**config.mk**
```make
export PLATFORM = sky130hd
export DESIGN_NAME = cdb_arbiter
export DESIGN_NICKNAME = d
export VERILOG_FILES = /design/src/rtl/fcpu_pkg.sv /design/src/rtl/cdb_arbiter_rr_pick.sv /design/src/rtl/cdb_arbiter.sv
export SDC_FILE = /design/constraint.sdc
export NUM_CORES = 1
export LEC_CHECK = 0
export CAP_MARGIN = 10
export CORE_MARGIN = 2
export CORE_UTILIZATION = 36
export CTS_BUF_LIST = sky130_fd_sc_hd__clkbuf_8 sky130_fd_sc_hd__clkbuf_16
export CTS_CLUSTER_DIAMETER = 60
export DETAILED_ROUTE_END_ITERATION = 12
export PLACE_DENSITY = 0.86
export RECOVER_POWER = 50
export SYNTH_ARGS = -nofsm -noshare
export SYNTH_HDL_FRONTEND = slang
export SYNTH_HIERARCHICAL = 1
export SYNTH_SLANG_ARGS = --single-unit
```
**constraint.sdc**
```tcl
create_clock -name clk -period 3.6 [get_ports clk]
set_input_delay 0.72 -clock clk [delete_from_list [all_inputs] [get_ports clk]]
set_output_delay 0.72 -clock clk [all_outputs]
set_load 0.02 [all_outputs]
```
**src/rtl/fcpu_pkg.sv**
```systemverilog
// Shared CPU-core widths and the CDB request record used by the result-bus arbiter.
package fcpu_pkg;

  localparam int RSV_ID_W = 6;
  localparam int DATA_W   = 32;
  localparam int CDB_W    = 38;

  // Consumers slice rsv_id at cdb[DATA_W +: RSV_ID_W], so the bus must pack exactly.
  localparam bit CDB_W_OK = (CDB_W == RSV_ID_W + DATA_W);

  typedef struct packed {
    logic [RSV_ID_W-1:0] rsv_id;
    logic [DATA_W-1:0]   data;
    logic                exception;
  } cdb_req_t;

endpackage

```
**src/rtl/cdb_arbiter_rr_pick.sv**
```systemverilog
// Combinational round-robin picker: first set request at or above ptr, wrapping modulo N.
module rr_pick #(
  parameter int N     = 4,
  parameter int PTR_W = (N > 1) ? $clog2(N) : 1
) (
  input  logic [N-1:0]     req_i,
  input  logic [PTR_W-1:0] ptr_i,
  output logic [N-1:0]     grant_o,
  output logic [PTR_W-1:0] idx_o,
  output logic             any_o
);

  always_comb begin
    grant_o = '0;
    idx_o   = '0;
    any_o   = 1'b0;
    for (int k = 0; k < N; k++) begin
      int j;
      j = int'(ptr_i) + k;
      if (j >= N) j = j - N;
      if (!any_o && req_i[j]) begin
        any_o      = 1'b1;
        grant_o[j] = 1'b1;
        idx_o      = PTR_W'(j);
      end
    end
  end

endmodule

```
**src/rtl/cdb_arbiter.sv**
```systemverilog
// Round-robin common-data-bus arbiter with a registered bus output and flush support.
// Optional per-requester statistics are enabled with `define CDB_ARB_STATS_EN.
module cdb_arbiter
  import fcpu_pkg::*;
#(
  parameter int N_REQ = 4
) (
  input  logic                               clk,
  input  logic                               rst,
  input  logic [N_REQ-1:0]                   req_valid,
  output logic [N_REQ-1:0]                   req_ready,
  input  logic [N_REQ-1:0][RSV_ID_W-1:0]     req_rsv_id,
  input  logic [N_REQ-1:0][DATA_W-1:0]       req_data,
  input  logic [N_REQ-1:0]                   req_exception,
  input  logic                               clear,
  output logic                               cdb_valid,
  output logic                               cdb_exception,
  output logic [CDB_W-1:0]                   cdb
`ifdef CDB_ARB_STATS_EN
  ,
  output logic [N_REQ-1:0][31:0]             stat_grants,
  output logic [31:0]                        stat_conflict
`endif
);

  localparam int PTR_W = (N_REQ > 1) ? $clog2(N_REQ) : 1;

  if (!CDB_W_OK) begin : g_width_chk
    $error("cdb_arbiter: CDB_W must equal RSV_ID_W + DATA_W");
  end

  logic [PTR_W-1:0] rr_ptr_q, rr_ptr_d;
  logic             cdb_valid_q, cdb_valid_d;
  logic             cdb_exc_q;
  logic [CDB_W-1:0] cdb_q;

  logic [N_REQ-1:0] pick_grant;
  logic [PTR_W-1:0] pick_idx;
  logic             pick_any;
  logic             take;
  cdb_req_t         sel;

  rr_pick #(.N(N_REQ), .PTR_W(PTR_W)) u_pick (
    .req_i   (req_valid),
    .ptr_i   (rr_ptr_q),
    .grant_o (pick_grant),
    .idx_o   (pick_idx),
    .any_o   (pick_any)
  );

  // Flush and reset both suppress acceptance outright, even with valids pending.
  assign take      = pick_any && !clear && !rst;
  assign req_ready = take ? pick_grant : '0;

  always_comb begin
    sel.rsv_id    = req_rsv_id[pick_idx];
    sel.data      = req_data[pick_idx];
    sel.exception = req_exception[pick_idx];

    rr_ptr_d    = rr_ptr_q;
    cdb_valid_d = take;
    if (clear) begin
      rr_ptr_d = '0;
    end else if (take) begin
      rr_ptr_d = (int'(pick_idx) == N_REQ - 1) ? '0 : pick_idx + 1'b1;
    end
  end

  always_ff @(posedge clk or posedge rst) begin
    if (rst) begin
      rr_ptr_q    <= '0;
      cdb_valid_q <= 1'b0;
      cdb_exc_q   <= 1'b0;
      cdb_q       <= '0;
    end else begin
      rr_ptr_q    <= rr_ptr_d;
      cdb_valid_q <= cdb_valid_d;
      if (take) begin
        cdb_q     <= {sel.rsv_id, sel.data};
        cdb_exc_q <= sel.exception;
      end
    end
  end

  assign cdb_valid     = cdb_valid_q;
  assign cdb_exception = cdb_exc_q;
  assign cdb           = cdb_q;

`ifdef CDB_ARB_STATS_EN
  logic [N_REQ-1:0][31:0] grants_q;
  logic [31:0]            conflict_q;

  for (genvar gi = 0; gi < N_REQ; gi++) begin : g_grant_cnt
    always_ff @(posedge clk or posedge rst) begin
      if (rst) begin
        grants_q[gi] <= '0;
      end else if (req_valid[gi] && req_ready[gi]) begin
        grants_q[gi] <= grants_q[gi] + 32'd1;
      end
    end
  end

  always_ff @(posedge clk or posedge rst) begin
    if (rst) begin
      conflict_q <= '0;
    end else if (!clear && ($countones(req_valid) >= 2)) begin
      conflict_q <= conflict_q + 32'd1;
    end
  end

  assign stat_grants   = grants_q;
  assign stat_conflict = conflict_q;
`endif

endmodule

```
# Word level (Yosys, flattened, before mapping)
# Index checks and enable logic that the tools add are counted.
# classes
n_addsub	8
magnitude_cmp	13
eq_ne	1
muxes	46
bitwise	3
reduce_logical	15
# ops
op	n
2-to-1 mux 32 bit	5
greater-or-equal comparator 32 x 1 -> 1 bit (second input constant)	4
< comparator 32 x 4 -> 1 bit (second input constant)	4
greater-or-equal comparator 32 x 4 -> 1 bit (second input constant)	3
subtractor 32 x 4 -> 32 bit (second input constant)	3
binary-select mux 32 bit (select 2 bit)	1
2-to-1 mux 4 bit	5
2-to-1 mux 1 bit	17
2-to-1 mux 2 bit	7
binary-select mux 6 bit (select 2 bit)	1
OR 4 bit	3
binary-select mux 1 bit (select 2 bit)	5
logical AND 1 bit	9
demux 1 bit (select 2 bit)	4
adder 2 x 2 -> 3 bit (second input constant)	2
2-to-1 mux 6 bit	1
logical NOT 1 bit	5
subtractor 2 x 3 -> 4 bit (second input constant)	1
adder 2 x 1 -> 3 bit (second input constant)	1
greater-or-equal comparator 2 x 3 -> 1 bit (second input constant)	1
< comparator 2 x 3 -> 1 bit (second input constant)	1
adder 2 x 1 -> 2 bit (second input constant)	1
== test 2 x 1 -> 1 bit (second input constant)	1
nonzero test 2 bit	1
# totals
reg_bits	42
in_bits	163
out_inout_bits	44

# Depth between registers and ports, before layout
# Gate-level depths: netlist of the first run.
# depth
ltp_word	19
mapped_depth	13
mapped_depth_nobuf	10

# Modules after synthesis
# Netlist of the first run, hierarchy kept.
# by_module_without_submodules
mod	n_inst	cells_per_inst	area_per_inst_um2	seq_area_each_um2
cdb_arbiter	1	236	2621.3	1051.0
rr_pick	1	48	460.4	0.0

# Worst setup path before layout of the first run
# Ideal clock, no wire load.
# synth_timing
path_type	register to output
start	reg rr_ptr_q[0]
end	out req_ready[0]
arrival_ps	2535
required_ps	2880
slack_ps	345
path_stages_with_launch	13
path_buffers	4
cell_sequence	dfrtp_1 -> buf_6 -> inv_1 -> ha_1 -> mux4_2 -> buf_6 -> nor3_1 -> nand2b_1 -> or3b_1 -> clkbuf_1 -> buf_2 -> inv_2 -> and2_1
# synth_via
elab_chain_cells	18
# synth_rtl
item	line_no	rtl
from (decl)	cdb_arbiter.sv:32	logic [PTR_W-1:0] rr_ptr_q, rr_ptr_d;
from (signal assigned)	cdb_arbiter.sv:76	rr_ptr_q <= rr_ptr_d;
branches (longest 14 deep; another with subtractor 32 x 4 -> 32 bit)	-	
2-to-1 mux 1 bit (*)	cdb_arbiter_rr_pick.sv:21	if (!any_o && req_i[j]) begin
via pick_any	cdb_arbiter.sv:39	logic pick_any;
logical AND 1 bit (*) (2 in series)	cdb_arbiter.sv:52	assign take = pick_any && !clear && !rst;
via cdb_valid_d	cdb_arbiter.sv:33	logic cdb_valid_q, cdb_valid_d;
2-to-1 mux 4 bit (*)	cdb_arbiter.sv:53	assign req_ready = take ? pick_grant : '0;
to (decl)	cdb_arbiter.sv:11	output logic [N_REQ-1:0] req_ready,
# Mark *: on every way through the listed nets, which the timed path passes. The select of a mux whose other input is x is not followed.

# Final worst setup path of the first run
# layout_timing
start	in req_valid[3]
end	out req_ready[2]
# layout_rtl
item	line_no	rtl
from (decl)	cdb_arbiter.sv:10	input logic [N_REQ-1:0] req_valid,
binary-select mux 1 bit (select 2 bit)	cdb_arbiter_rr_pick.sv:21	
2-to-1 mux 1 bit (not written as such) (2 in series)	cdb_arbiter_rr_pick.sv:21	
2-to-1 mux 1 bit	cdb_arbiter_rr_pick.sv:21	
logical NOT 1 bit	cdb_arbiter_rr_pick.sv:21	
logical AND 1 bit	cdb_arbiter_rr_pick.sv:21	
2-to-1 mux 1 bit	cdb_arbiter_rr_pick.sv:21	
logical NOT 1 bit	cdb_arbiter_rr_pick.sv:21	
logical AND 1 bit	cdb_arbiter_rr_pick.sv:21	
2-to-1 mux 1 bit	cdb_arbiter_rr_pick.sv:21	
logical NOT 1 bit	cdb_arbiter_rr_pick.sv:21	
logical AND 1 bit	cdb_arbiter_rr_pick.sv:21	
2-to-1 mux 4 bit (*)	cdb_arbiter_rr_pick.sv:21	
via pick_grant[2]	cdb_arbiter.sv:37	logic [N_REQ-1:0] pick_grant;
2-to-1 mux 4 bit (*)	cdb_arbiter.sv:53	
# Mark *: on every way through the listed nets, which the timed path passes. The rest lies on a longest branch. The select of a mux whose other input is x is not followed.

==> flow_metrics.tcl, run 1 <==
set metrics [dict create \
    drc 0 \
    syn-mean-instance-area_sq_um 10.85 \
    synth-main-ff-cell "dfrtp_1" \
    wl_met1_microns 3578 \
    cts_buffers 5 \
    crit_fanout 4 \
    ys_types 33 \
    met2_wirelength_microns 5373 \
    synth_seq_cells 42 \
    ant_nets 0 \
    fin_worst_skew_ns 0.007526 \
    fmax_mhz 284.7 \
    hold_viol 0 \
    syn_inst 284 \
    rows 33 \
    grt-ovfl-total 0 \
    clockBufferDepth 2 \
    drive_gt1_share_pct 9.611 \
    io_pins 207 \
    worstMarginPinSlew_ns 1.581 \
    fill_cells 652 \
    setup.worst_path.end_class "output pin" \
    clockRootBuffer "clkbuf_8" \
    grt_pass1_vias 3175 \
    place_inst 586 \
    diodes 0 \
    cp.arrival_ns 2.79 \
    finalSetupTns_ns 0 \
    start_util_pct 37.32 \
    via_count 3133 \
    clkTransAtPathRegs_ns 0.08 \
    post-route-period-util_pct 97.58 \
    status "complete, but fails checks" \
    crit_type "in -> out" \
    nets 661 \
    wl_microns 10160 \
    setup_violations 0 \
    drt_iter0_drc 53 \
    port_buffers 206 \
    grt_use_total_pct 20.91 \
    yosys-top-cells-count "mux2i_1, dfrtp_1, nand2_1" \
    vdd_drop_max_mv 0.3712 \
    detail_route.wl_per_cell_microns 17.10 \
    ys_warn_count 6 \
    place_congestion 0.8150 \
    highest_layer "met4" \
    fin_cells 594 \
    holdWs_ns 0.4906 \
    hold_class "reg -> reg" \
    syn_nets 456 \
    final_util_pct 65.12 \
    core_area_sq_um 8258 \
    wl_met3_microns 922 \
    dieWidth_microns 96.52 \
    grt_max_degree 43 \
    cts_sinks 42 \
    report.final.slew_viol_count 43 \
    yosysSeqAreaShare_pct 34.10 \
    p_leak_nw 2.274 \
    required_ns 2.88 \
    synthToLayoutAreaGrowth_pct 74.50 \
    async_reset_ff_share_pct 100.0 \
    failed_checks "max-capacitance violations, max-slew violations" \
    syn_area_sq_um 3082 \
    cts.htree.levels 2 \
    first_pass_iters 4 \
    cap_violations 1 \
    synth_edf_count 0 \
    start_kind "input port" \
    insertion_delay_ns 0.28 \
    slew_headroom_pct -5.494 \
    die_h_microns 96.52 \
    die_area_sq_um 9316 \
    synth_top_area_share_pct 34.10 \
    viasPerCell 5.274 \
    period_needed_ns 3.513 \
    cts_tree "done" \
    antenna_found_initial 0 \
    p_per_area_nw_per_um2 710.2 \
    yosys-top-cells-area "dfrtp_1, mux2i_1, o221ai_1" \
    yosysTopAreaCell "dfrtp_1" \
    grt_pass1_wl_microns 15040 \
    synthMostInstantiatedCell "mux2i_1" \
    hpwl_microns 8259 \
]
[registers in the layout, summed over array words and instances (netlist names)]
| register | cells |
|---|---|
| cdb_valid | 1 |
| rr_ptr_q | 2 |
| cdb | 38 |
| cdb_exception | 1 |
[final timing paths]
check | cells past startpoint | start | end | slack (ns)
setup / recovery | 9 | req_valid[3] | req_ready[2] | 0.09
hold / removal | 2 | cdb[14] | cdb[14] | 0.49
setup reg to reg | 8 | rr_ptr_q[1] | cdb[23] | 0.61
hold reg to reg | 2 | cdb[14] | cdb[14] | 0.49
max in group asynchronous | 2 | rst | cdb[9] | 1.25
min in group asynchronous | 2 | rst | cdb[35] | 1.43
[metrics by stage]
step / power (mW) / setup slack, ns / instance area, sq um
5_1_grt: 4.105 / -0.0002920 / 5378
4_1_cts: 3.903 / -0.2461 / 5359
3_3_place_gp: 3.525 / -0.2206 / 5284
3_5_place_dp: 3.611 / -0.2953 / 5284
2_1_floorplan: 2.638 / 0.3448 / 3082
6_report: 3.819 / 0.08726 / 5378
[critical path, stage by stage]
cell	delay [ns]
clkdlybuf4s50_1	0.47
buf_4	0.17
mux4_1	0.54
nor4b_4	0.17
buf_4	0.14
a22oi_1	0.14
o21ai_0	0.11
and2_1	0.14
dlymetal6s2s_1	0.20
[placed cells by master, fill, tap and decap left out, drive strengths merged]
cell	netlist	layout
a21oi	1	1
a22oi	8	8
a32o	1	1
and2	4	4
and2b	1	1
buf	17	17
clkbuf	8	5
clkdlybuf4s50	0	180
clkinv	0	2
dfrtp	42	42
dlygate4sd3	0	22
dlymetal6s2s	0	4
ha	9	9
inv	6	6
mux2	2	2
mux2i	81	81
mux4	4	4
nand2	40	40
nand2b	2	2
nor2	5	5
nor3	1	1
nor4	1	1
nor4b	1	1
o211ai	1	1
o21ai	5	5
o221ai	39	39
o311ai	1	1
o31ai	1	1
or3	1	1
or3b	2	2
[what timing repair did]
action                                  4_1_cts  5_1_grt
endpoints found under the setup margin        4        4
pin swaps                                     1        1
resized for setup                             1        6
setup buffers                                 0        1
hold buffers                                  0        0
[report_power, final]
group          switching, mW  internal (mW)
clock                  0.151          0.130
combinational           1.38           1.35
sequential             0.123          0.692
[cell families after synthesis]
logic type / Yosys count / share of synthesized area [%]
multiplexers: 87 / 30.33
AO/OA/AOI/OAI: 57 / 17.13
adder cells (fa/ha/maj): 9 / 3.654
AND/OR/NAND/NOR: 58 / 9.216
flip-flops: 42 / 34.10
buffers and inverters: 31 / 5.562
[routing by layer]
metal	vias to the layer above	track usage (%)
met1	1467	22.67
li1	1499	-
met2	144	39.53
met4	0	7.160
met3	23	4.965
met5	-	0
[layout make-up]
cell class | count | area, sq um | area share, %
multi-input cells | 211 | 1869 | 34.76
inverters | 6 | 22.52 | 0.4188
clock buffers | 5 | 68.82 | 1.280
repair buffers | 223 | 2225 | 41.37
flip-flops and latches | 42 | 1051 | 19.54
well taps | 105 | 131.4 | 2.443
clock inverters | 2 | 10.01 | 0.1861
Note: power is estimated with default switching activity, not from simulation.
==> run 2: changes to the inputs <==
CAP_MARGIN = 15   (was 10)
==> results of run 2 <==
Same layout as run 1: the final DEF is identical, and so are final timing and power.
==> run 3: changes to the inputs <==
SKIP_CTS_REPAIR_TIMING = 1   (was not set)
TNS_END_PERCENT = 30   (was not set)
==> flow_metrics.tcl, run 3 (synthesis gave the netlist of run 1 again) <==
set metrics [dict create \
    status "complete, but fails checks" \
    failed_checks "max-capacitance violations, max-slew violations, negative setup slack" \
    dieWidth_microns 96.52 \
    drc 0 \
    fin_worst_skew_ns 0.008049 \
    worst_slack_ns -0.2479 \
    place_inst 586 \
    crit_path_max_incr_delay_ns 0.63 \
    vdd_drop_max_mv 0.3712 \
    drt_iter0_drc 58 \
    synthToLayoutAreaGrowth_pct 74.14 \
    required_ns 2.88 \
    crit_buf_inv 2 \
    start_kind "input port" \
    fin_area_sq_um 5366 \
    rr_worst_depth 8 \
    holdWs_ns 0.4906 \
    first_pass_iters 4 \
    pwr-share-clk_pct 7.4 \
    die_area_sq_um 9316 \
    setup.worst_path.end_class "output pin" \
    cp.arrival_ns 3.13 \
    hold_class "reg -> reg" \
    cts_tree "done" \
    clkTransAtPathRegs_ns 0.08 \
    cts_sinks 42 \
    intPower_mw 2.165 \
    hpwl_microns 8259 \
    clockBufferDepth 2 \
    hold_path.startpoint "cdb[14]" \
    hold_end "cdb[14]" \
    swShare_pct 43.17 \
    fin_cells 593 \
    grt_pass1_vias 3168 \
    grt_use_total_pct 20.89 \
    grt_max_degree 43 \
    die_h_microns 96.52 \
    core_area_sq_um 8258 \
    ant_nets 0 \
    io_pins 207 \
    crit_type "in -> out" \
    insertion_delay_ns 0.28 \
    p_leak_nw 2.253 \
    port_buffers 206 \
    antenna_found_initial 0 \
    reg2reg_to "cdb[27]" \
    crit_fanout 5 \
    place_congestion 0.8150 \
    final_cell_mix "clkdlybuf4s50_1, mux2i_1, dfrtp_1" \
    diodes 0 \
    power_switching_mw 1.645 \
    rr_startpoint "rr_ptr_q[0]" \
    via_count 3121 \
    clockRootBuffer "clkbuf_8" \
    final_common_cell "clkdlybuf4s50_1" \
    slew_headroom_pct -5.490 \
    nets 660 \
    fmax_mhz 259.9 \
    worstMarginPinSlew_ns 1.581 \
    period_needed_ns 3.848 \
    hold_viol 0 \
    dpl_cell_area_sq_um 5284 \
    seqPwrFrac_pct 21.4 \
    slowest_stage "mux4_1" \
    largest_reg_flops 38 \
    report.final.slew_viol_count 43 \
    p_comb_share_pct 71.3 \
    start_util_pct 37.32 \
    path_common_cell "clkdlybuf4s50_1" \
    detail_route.wl_per_cell_microns 17.10 \
    cts_buffers 5 \
    grt-ovfl-total 0 \
    cts.htree.levels 2 \
    power_mw 3.810 \
    p_per_area_nw_per_um2 710.1 \
    drive_gt1_share_pct 9.016 \
    reg2reg_slack_ns 0.63 \
    post-route-period-util_pct 106.9 \
    cap_violations 1 \
    cp_top_family "buffers and inverters" \
    rsz0062_at_grt "yes" \
    crit_chain "clkdlybuf4s50_1 -> mux4_1 -> nor4b_4 -> a22oi_1 -> o21ai_0 -> and2_1 -> clkdlybuf4s50_1" \
    rows 33 \
    hold-path-cell-count 2 \
    setup_violations 1 \
    grt_pass1_wl_microns 15040 \
    wl_microns 10140 \
    viasPerCell 5.263 \
]
run 3: cell count changes in the layout (fill, tap and decap cells not counted), sizes merged:
cell and delta:
dlymetal6s2s -1, clkdlybuf4s50 +1, buf -1
run 3: routing by layer:
layer  vias to the layer above  global-route usage [%]  part of all wire [%]
met3                        21                   5.043                   8.8
met1                      1462                   22.57                    35
met5                         -                       0                     0
met4                         0                   6.808                   2.6
met2                       141                   39.70                    53
li1                       1497                       -                     -
run 3: worst reg2reg max path: cells and delay by family, from the launching register on:
| family | cells | cell delay, ns |
|---|---|---|
| AOI/OAI and AO/OA | 3 | 0.54 |
| buffers and inverters | 2 | 0.48 |
| DFF | 1 | 0.37 |
| muxes | 1 | 0.68 |
| and+or+nand+nor | 2 | 0.80 |
run 3: how the worst max path moves through the flow:
| stage | slack, ns | to | cells past startpoint | startpoint |
|---|---|---|---|---|
| finish | -0.25 | req_ready[3] | 7 | req_valid[2] |
| global route | -0.34 | req_ready[3] | 8 | req_valid[2] |
| CTS | -0.30 | req_ready[2] | 7 | req_valid[2] |
| detailed placement | -0.30 | req_ready[2] | 7 | req_valid[2] |
| global placement | -0.22 | req_ready[3] | 7 | req_valid[2] |
| floorplan | 0.34 | req_ready[0] | 12 | rr_ptr_q[0] |
run 3: per-stage QoR:
step,setup TNS [ns],setup slack [ns],util (%)
floorplan,0,0.3448,-
global placement,-0.8513,-0.2206,63.98
detailed placement,-1.152,-0.2953,63.98
CTS,-1.158,-0.2955,64.94
global route,-0.3444,-0.3444,64.98
finish,-0.2479,-0.2479,64.98
run 3: layout make-up:
| cell class | count | area [sq um] |
|---|---|---|
| Tap cell | 105 | 131.4 |
| Timing Repair Buffer | 222 | 2215 |
| Sequential cell | 42 | 1051 |
| Fill cell | 654 | 2892 |
| Clock buffer | 5 | 68.82 |
| Clock inverter | 2 | 10.01 |
| Multi-Input combinational cell | 211 | 1868 |
| Inverter | 6 | 22.52 |
run 3: power groups by stage:
stage               clock (mW)  sequential [mW]  combinational, mW
floorplan                    0             1.07               1.57
global placement             0            0.816               2.71
detailed placement           0            0.826               2.79
CTS                      0.294            0.821               2.79
global route             0.315            0.842               2.93
finish                   0.281            0.814               2.72
